File: src/rtl/ultrasonic_range_ctrl.sv
// ultrasonic_range_ctrl
// Runs one HC-SR04-style ranging cycle: a trigger pulse, a wait for the echo,
// timing of the echo width, then a holdoff period. The HPS starts a cycle with
// a single-shot edge on cmd[0] or keeps cycles running with cmd[1]. The result
// is an 8-bit distance in cm, plus valid/timeout/busy status bits.
module ultrasonic_range_ctrl #(
   parameter int TRIG_CYCLES    = 500,
   parameter int CYCLES_PER_CM  = 2900,
   parameter int TIMEOUT_CYCLES = 1500000,
   parameter int HOLDOFF_CYCLES = 3000000
) (
   input  logic       CLOCK_50,
   input  logic       rst,
   input  logic [7:0] cmd,
   input  logic       echo,
   output logic       trig,
   output logic [7:0] distance,
   output logic       valid,
   output logic       timeout,
   output logic       busy
);

   // One shared counter times the trigger, the echo wait, the echo-high
   // limit and the holdoff. It is one bit wider than the largest of those
   // limits, so it cannot wrap before it reaches its compare value.
   localparam int MAX_A = (TRIG_CYCLES > TIMEOUT_CYCLES) ? TRIG_CYCLES : TIMEOUT_CYCLES;
   localparam int MAX_P = (MAX_A > HOLDOFF_CYCLES) ? MAX_A : HOLDOFF_CYCLES;
   localparam int CNT_W = $clog2(MAX_P) + 1;
   localparam int PRE_W = $clog2(CYCLES_PER_CM) + 1;

   localparam logic [CNT_W-1:0] TRIG_LAST    = CNT_W'(TRIG_CYCLES - 1);
   localparam logic [CNT_W-1:0] TIMEOUT_LAST = CNT_W'(TIMEOUT_CYCLES - 1);
   localparam logic [CNT_W-1:0] HOLD_LAST    = CNT_W'(HOLDOFF_CYCLES - 1);
   localparam logic [PRE_W-1:0] PRE_LAST     = PRE_W'(CYCLES_PER_CM - 1);

   localparam logic [2:0] S_IDLE = 3'd0;
   localparam logic [2:0] S_TRIG = 3'd1;
   localparam logic [2:0] S_WAIT = 3'd2;
   localparam logic [2:0] S_MEAS = 3'd3;
   localparam logic [2:0] S_HOLD = 3'd4;

   logic [2:0]       state;
   logic [CNT_W-1:0] cnt;
   logic [PRE_W-1:0] pre;
   logic [7:0]       cm;

   logic echo_p0;
   logic echo_p1;
   logic echo_s;
   logic cmd0_q;
   logic start_pulse;
   logic go;
   logic unused_cmd;

   // Increments the centimetre count and holds it at 255 once it gets there.
   function automatic logic [7:0] sat_inc(input logic [7:0] v);
      return (v == 8'hFF) ? v : v + 8'd1;
   endfunction

   // The two-flop synchroniser for the asynchronous echo pin, and the
   // cmd[0] history register used to find the start edge.
   always_ff @(posedge CLOCK_50) begin
      if (rst) begin
         echo_p0 <= 1'b0;
         echo_p1 <= 1'b0;
         cmd0_q  <= 1'b0;
      end else begin
         echo_p0 <= echo;
         echo_p1 <= echo_p0;
         cmd0_q  <= cmd[0];
      end
   end

   assign echo_s      = echo_p1;
   assign start_pulse = cmd[0] & ~cmd0_q;
   assign go          = start_pulse | cmd[1];
   assign busy        = (state != S_IDLE);
   assign unused_cmd  = ^cmd[7:2];

   // The ranging sequencer. trig and the result registers are driven
   // directly from here, so trig has no combinational path to the pin.
   always_ff @(posedge CLOCK_50) begin
      if (rst) begin
         state    <= S_IDLE;
         cnt      <= '0;
         pre      <= '0;
         cm       <= 8'd0;
         trig     <= 1'b0;
         distance <= 8'd0;
         valid    <= 1'b0;
         timeout  <= 1'b0;
      end else begin
         case (state)
            S_IDLE: begin
               if (go) begin
                  state   <= S_TRIG;
                  trig    <= 1'b1;
                  valid   <= 1'b0;
                  timeout <= 1'b0;
                  cnt     <= '0;
                  pre     <= '0;
                  cm      <= 8'd0;
               end
            end
            S_TRIG: begin
               if (cnt == TRIG_LAST) begin
                  trig  <= 1'b0;
                  state <= S_WAIT;
                  cnt   <= '0;
               end else begin
                  cnt <= cnt + 1'b1;
               end
            end
            S_WAIT: begin
               // An echo that is already high on the first WAIT cycle counts
               // as an immediate rise. Pulses are not glitch filtered.
               if (echo_s) begin
                  state <= S_MEAS;
                  cnt   <= '0;
                  pre   <= '0;
                  cm    <= 8'd0;
               end else if (cnt == TIMEOUT_LAST) begin
                  timeout  <= 1'b1;
                  valid    <= 1'b0;
                  distance <= 8'hFF;
                  state    <= S_HOLD;
                  cnt      <= '0;
               end else begin
                  cnt <= cnt + 1'b1;
               end
            end
            S_MEAS: begin
               if (!echo_s) begin
                  distance <= cm;
                  valid    <= 1'b1;
                  state    <= S_HOLD;
                  cnt      <= '0;
               end else if (cnt == TIMEOUT_LAST) begin
                  timeout  <= 1'b1;
                  valid    <= 1'b0;
                  distance <= 8'hFF;
                  state    <= S_HOLD;
                  cnt      <= '0;
               end else begin
                  cnt <= cnt + 1'b1;
                  // pre divides echo clocks down to whole centimetres.
                  if (pre == PRE_LAST) begin
                     pre <= '0;
                     cm  <= sat_inc(cm);
                  end else begin
                     pre <= pre + 1'b1;
                  end
               end
            end
            S_HOLD: begin
               // A start edge that arrives here is dropped, not queued.
               if (cnt == HOLD_LAST) begin
                  state <= S_IDLE;
                  cnt   <= '0;
               end else begin
                  cnt <= cnt + 1'b1;
               end
            end
            default: begin
               state <= S_IDLE;
               trig  <= 1'b0;
               cnt   <= '0;
            end
         endcase
      end
   end

endmodule

File: config.mk
export PLATFORM = sky130hd
export DESIGN_NAME = ultrasonic_range_ctrl
export DESIGN_NICKNAME = d
export VERILOG_FILES = /design/src/rtl/ultrasonic_range_ctrl.sv
export SDC_FILE = /design/constraint.sdc
export NUM_CORES = 1
export LEC_CHECK = 0
export ABC_AREA = 0
export CORE_MARGIN = 4
export CORE_UTILIZATION = 40
export DETAILED_ROUTE_END_ITERATION = 12
export PLACE_DENSITY_LB_ADDON = 0.1
export SKIP_LAST_GASP = 1
export SYNTH_ARGS = -nofsm -noshare
export SYNTH_HDL_FRONTEND = slang
export SYNTH_SLANG_ARGS = --single-unit
File: constraint.sdc
create_clock -name CLOCK_50 -period 2.6 [get_ports CLOCK_50]
set_clock_uncertainty 0.05 [all_clocks]
set_input_delay 0.65 -clock CLOCK_50 [delete_from_list [all_inputs] [get_ports CLOCK_50]]
set_output_delay 0.65 -clock CLOCK_50 [all_outputs]
set_load 0.01 [all_outputs]
Word-level counts from Yosys, hierarchy flattened
Cells that the tools add are included.
- register bits: 61
- input port bits: 11
- output and inout port bits: 12
- logic and storage cells: 91
- $add $sub $neg: 3
- equality and inequality tests: 18
- muxes and demuxes: 43
- bitwise operators: 4
- reduce and logical (&&, ||, !) cells: 12
- operators with widths (kind ; count):
    2-to-1 mux 23 bit ; 6
    case mux 23 bit (5 select lines) ; 1
    2-to-1 mux 8 bit ; 9
    2-to-1 mux 13 bit ; 5
    case mux 13 bit (3 select lines) ; 1
    case mux 8 bit (3 select lines) ; 1
    adder 23 x 1 -> 23 bit (second input constant) ; 1
    equality test 23 x 21 -> 1 bit (second input constant) ; 1
    equality test 23 x 22 -> 1 bit (second input constant) ; 1
    equality test 23 x 9 -> 1 bit (second input constant) ; 1
    2-to-1 mux 3 bit ; 6
    inequality test 2 bit (second input constant) ; 9
    case mux 8 bit (2 select lines) ; 1
    case mux 3 bit (5 select lines) ; 1
    adder 13 x 1 -> 13 bit (second input constant) ; 1
    equality test 13 x 12 -> 1 bit (second input constant) ; 1
    2-to-1 mux 1 bit ; 9
    case mux 1 bit (3 select lines) ; 3
    AND reduction 3 bit ; 3
    adder 8 x 1 -> 8 bit (second input constant) ; 1
    equality test 8 bit (second input constant) ; 1
    AND reduction 7 bit ; 1
    equality test 3 x 2 -> 1 bit (second input constant) ; 2
    nonzero test 3 bit ; 2
    11 further kinds ; 12

Longest topological paths before layout
- word-level depth: 6
- gate-level depth with buffers: 9
- gate-level depth less buffers: 7

Worst setup path after synthesis
Ideal clock, no wire load.
- kind: reg2reg
- start: register cnt[0]
- end: register cnt[2]
- library setup time: 0.122 ns
- arrival: 2.178 ns
- data required time: 2.428 ns
- path slack: 0.249 ns
- cell stages (with the launch flop): 9
- path buffers: 1
- clock period less this slack: 2.351 ns
- path through: dfxtp_1 ha_1 or4b_4 nor4_4 nand2_2 a211o_1 buf_2 a31oi_1 mux2i_1
- cells in the longest elaborated chain, start to end: 4
- elaborated cells between the ends (all ways): 10
- those cells by class: add/sub: 1; eq/ne: 3; mux: 6
- ends and longest elaborated chain (item ; line ; text):
    start: declaration ; 43 ; logic [CNT_W-1:0] cnt;
    start signal: assignment ; 111 ; cnt <= cnt + 1'b1;
    start signal: assignment ; 129 ; cnt <= cnt + 1'b1;
    start signal: assignment ; 145 ; cnt <= cnt + 1'b1;
    adder 23 x 1 -> 23 bit / equality test 23 x 21 -> 1 bit (equally long branches) ; -- ;
    2-to-1 mux 23 bit ; 122, 138 ;
    2-to-1 mux 23 bit (on tied branches) ; 133, 117 ;
    case mux 23 bit (5 select lines) (*) ; 93 ; case (state)
Mark *: on every way between the ends. The rest lies on a longest branch, timed or not.
A chain may end at the register's enable or synchronous reset.

Worst setup path after layout
- start: register state[2]
- end: output busy
- cells in the longest elaborated chain, start to end: 1
- ends and longest elaborated chain (item ; line ; text):
    start: declaration ; 42 ; logic [2:0] state;
    start signal: assignment ; 84 ; state <= S_IDLE;
    start signal: assignment ; 96 ; state <= S_TRIG;
    start signal: assignment ; 108 ; state <= S_WAIT;
    nonzero test 3 bit ; 77 ; assign busy = (state != S_IDLE);
    end: declaration ; 20 ; output logic busy
No other way between the ends.

==> results.json <==
{
  "outcome": "complete, no violations",
  "p_leak_nw": 1.35,
  "cp_num_buf_inv": 2,
  "power.share.clock": 0.351,
  "cp_top_family": "buffers and inverters",
  "die_width_um": 96.3,
  "slew_headroom": 0.636,
  "rr_worst_depth": 8,
  "synth.avg_cell_area_um2": 8.51,
  "p_comb_frac": 0.253,
  "finalNonFillerCells": 521,
  "tritoncts": "yes",
  "p_sw_uw": 759,
  "start_util": 0.421,
  "worst_slew_pin_slew_ns": 0.541,
  "gp_congestion": 0.942,
  "clock-sinks": 61,
  "swShare": 0.298,
  "cp-start-kind": "flip-flop",
  "seq_power_share": 0.396,
  "holdBufCountCts": 0,
  "required_ns": 1.90,
  "ys.warnings.count": 0,
  "hold_viol": 0,
  "synthCells": 366,
  "tns_ns": 0,
  "syn_area_mm2": 0.00312,
  "grt_max_degree": 23,
  "drt.antenna.violating_nets": 0,
  "grt_pass1_vias": 2747,
  "crit_chain": "or3_1 > buf_4 > clkdlybuf4s50_1",
  "drv_slew": 0,
  "dp_hpwl_mm": 5.97,
  "numCtsBuffers": 9,
  "period_share": 0.968,
  "drive_above_1_share": 0.173,
  "startpoint": "state[2]$_SDFFE_PP0P_",
  "htreeDepth": 3,
  "cp_max_fo": 6,
  "cellPowerDensity_mw_per_mm2": 660,
  "grt_pass1_wl_mm": 13.5,
  "grt_antenna_before_repair": 0,
  "p_total_mw": 2.55,
  "peakVddDrop_uv": 419,
  "r2r-start": "cnt[0]$_SDFFE_PP0N_",
  "drc_errors": 0,
  "track_usage": 0.190,
  "wl_per_cell_um": 15.6,
  "cp.depth": 3,
  "clkLatencyLatePin_ns": 0.34,
  "async_flop_share": 0,
  "worstSetupEndpoint": "busy",
  "area_growth_pct": 24.0,
  "syn-num-nets": 380,
  "r2r_setup_slack_ns": 0.22,
  "num_rows": 31,
  "synth_ff_type": "dfxtp_1",
  "layout.nets": 431,
  "ys_top_cells_by_area": "dfxtp_1 39%, nor2_1 4.0%, nand3_1 3.9%",
  "period_minus_slack_ns": 2.52,
  "p_int_mw": 1.79,
  "ys_ff_latch": 61,
  "viasPerCell": 5.61,
  "dieArea_mm2": 0.00927,
  "slowest_stage": "clkdlybuf4s50_1",
  "synth_common_cells": "61 x dfxtp_1, 33 x nor2_1, 26 x nand2_1",
  "yosysTopAreaCell": "dfxtp_1",
  "cp.arrival_ns": 1.82,
  "yosysMostFrequentCell": "dfxtp_1",
  "maxCapViolations": 0,
  "root_buffer": "clkbuf_8",
  "synth_enable_flop_cells": 0,
  "cts.path.max_buffers": 2,
  "dp_cells": 504,
  "initialDrtViolationCount": 169,
  "vias": 2924,
  "hp-class": "reg2reg",
  "synthDistinctLibCells": 61,
  "worstReg2RegEnd": "cnt[19]$_SDFFE_PP0N_",
  "endpoint_kind": "output port",
  "grt-ovfl-total": 0,
  "worst_path_largest_cell_delay_ns": 0.47,
  "coreArea_mm2": 0.00741,
  "rsz0062_at_grt": "no",
  "io_pins": 23,
  "setup_viol": 0,
  "die_y_um": 96.3,
  "crit_type": "reg2out",
  "drt_pass1_iterations": 4,
  "cts.clk_slew.worst_paths_ns": 0.07,
  "yosys.area.top_type_share": 0.392,
  "wirelength_mm": 8.12,
  "antenna_cells": 0,
  "port_buffers": 16,
  "ys_seq_area_frac": 0.392,
  "fmax_ghz": 0.397
}
[kinds of logic after synthesis]
kind of cell / count (synthesis) / share of synthesized area
simple gates: 163 / 0.295
flops: 61 / 0.392
buf+inv: 30 / 0.0414
compound gates: 91 / 0.208
xor+xnor: 16 / 0.0450
mux: 1 / 0.00321
fa+ha+maj: 4 / 0.0157
[cell type report]
class | count | area (um2)
Sequential cell | 61 | 1220
Clock inverter | 3 | 42.5
Tap cell | 99 | 124
Inverter | 13 | 48.8
Multi-Input combinational cell | 275 | 1780
Fill cell | 728 | 3540
Clock buffer | 13 | 169
Timing Repair Buffer | 57 | 480
[what timing repair did]
action,4_1_cts,5_1_grt
setup buffers,0,1
setup endpoints to repair,0,31
resized for setup,0,3
[worst reg2reg max path: stages (launching register included)]
cell	delay (ns)
dfxtp_1	0.40
ha_1	0.21
or4b_4	0.50
nor4_4	0.19
nand2_2	0.12
a211o_1	0.37
o21ai_1	0.15
buf_4	0.21
nor2_1	0.08
[per-layer routing]
metal	part of all wire	global-route usage	vias to the layer above
met3	0.058	0.0422	11
met5	0	0	-
met1	0.50	0.272	1370
li1	-	-	1468
met4	0.014	0.0699	0
met2	0.43	0.276	75
[worst min-delay path by stage]
stage	startpoint	endpoint	depth (start not counted)
6_report	echo_p0$_SDFF_PP0_	echo_p1$_SDFF_PP0_	1
5_1_grt	echo_p0$_SDFF_PP0_	echo_p1$_SDFF_PP0_	1
4_1_cts	pre[12]$_SDFFE_PP0P_	pre[12]$_SDFFE_PP0P_	2
3_5_place_dp	pre[12]$_SDFFE_PP0P_	pre[12]$_SDFFE_PP0P_	2
3_3_place_gp	pre[12]$_SDFFE_PP0P_	pre[12]$_SDFFE_PP0P_	2
2_1_floorplan	echo_p0$_SDFF_PP0_	echo_p1$_SDFF_PP0_	1
[power by group through the flow]
stage          combinational [mW]  sequential (mW)  clock [mW]
2_1_floorplan               0.352             1.03           0
3_3_place_gp                0.631             1.03           0
3_5_place_dp                0.635             1.03           0
4_1_cts                     0.640             1.01       0.916
5_1_grt                     0.705             1.01       0.966
6_report                    0.644             1.01       0.895
[cells in the final DEF, fill, tap and decap left out, drive strengths merged, types with 3 or more instances in the layout]
cell type	netlist	layout
nor3	10	10
a31oi	7	7
a21oi	23	23
dfxtp	61	61
o21ai	16	16
nor4	6	6
nor2	34	34
or4	16	16
or3	6	6
o21a	4	4
nand2b	3	3
clkdlybuf4s50	0	16
or4b	3	3
and3	5	5
or2	4	4
nand3	24	24
nand4	10	10
ha	3	3
o221a	9	9
a21o	4	4
buf	8	41
xor2	9	9
clkbuf	9	13
nor2b	7	7
nand2	27	27
inv	12	12
a211oi	5	5
o31ai	8	8
xnor2	7	7
[state kept, by name (all words and copies together) (netlist names), 3 cells and up]
name      flops
cm            8
cnt          23
state         3
distance      8
pre          13
[through the flow]
step                hold WS [ns]  setup WS [ns]   util  area, um2
finish                     0.430         0.0821  0.522       3860
detailed placement         0.418         -0.191  0.490       3630
floorplan                  0.364          0.249      -       3120
global route               0.452         0.0236  0.522       3860
global placement           0.419         -0.167  0.490       3630
CTS                        0.434        0.00666  0.519       3840
No activity file was read; power rests on OpenSTA's default activity.
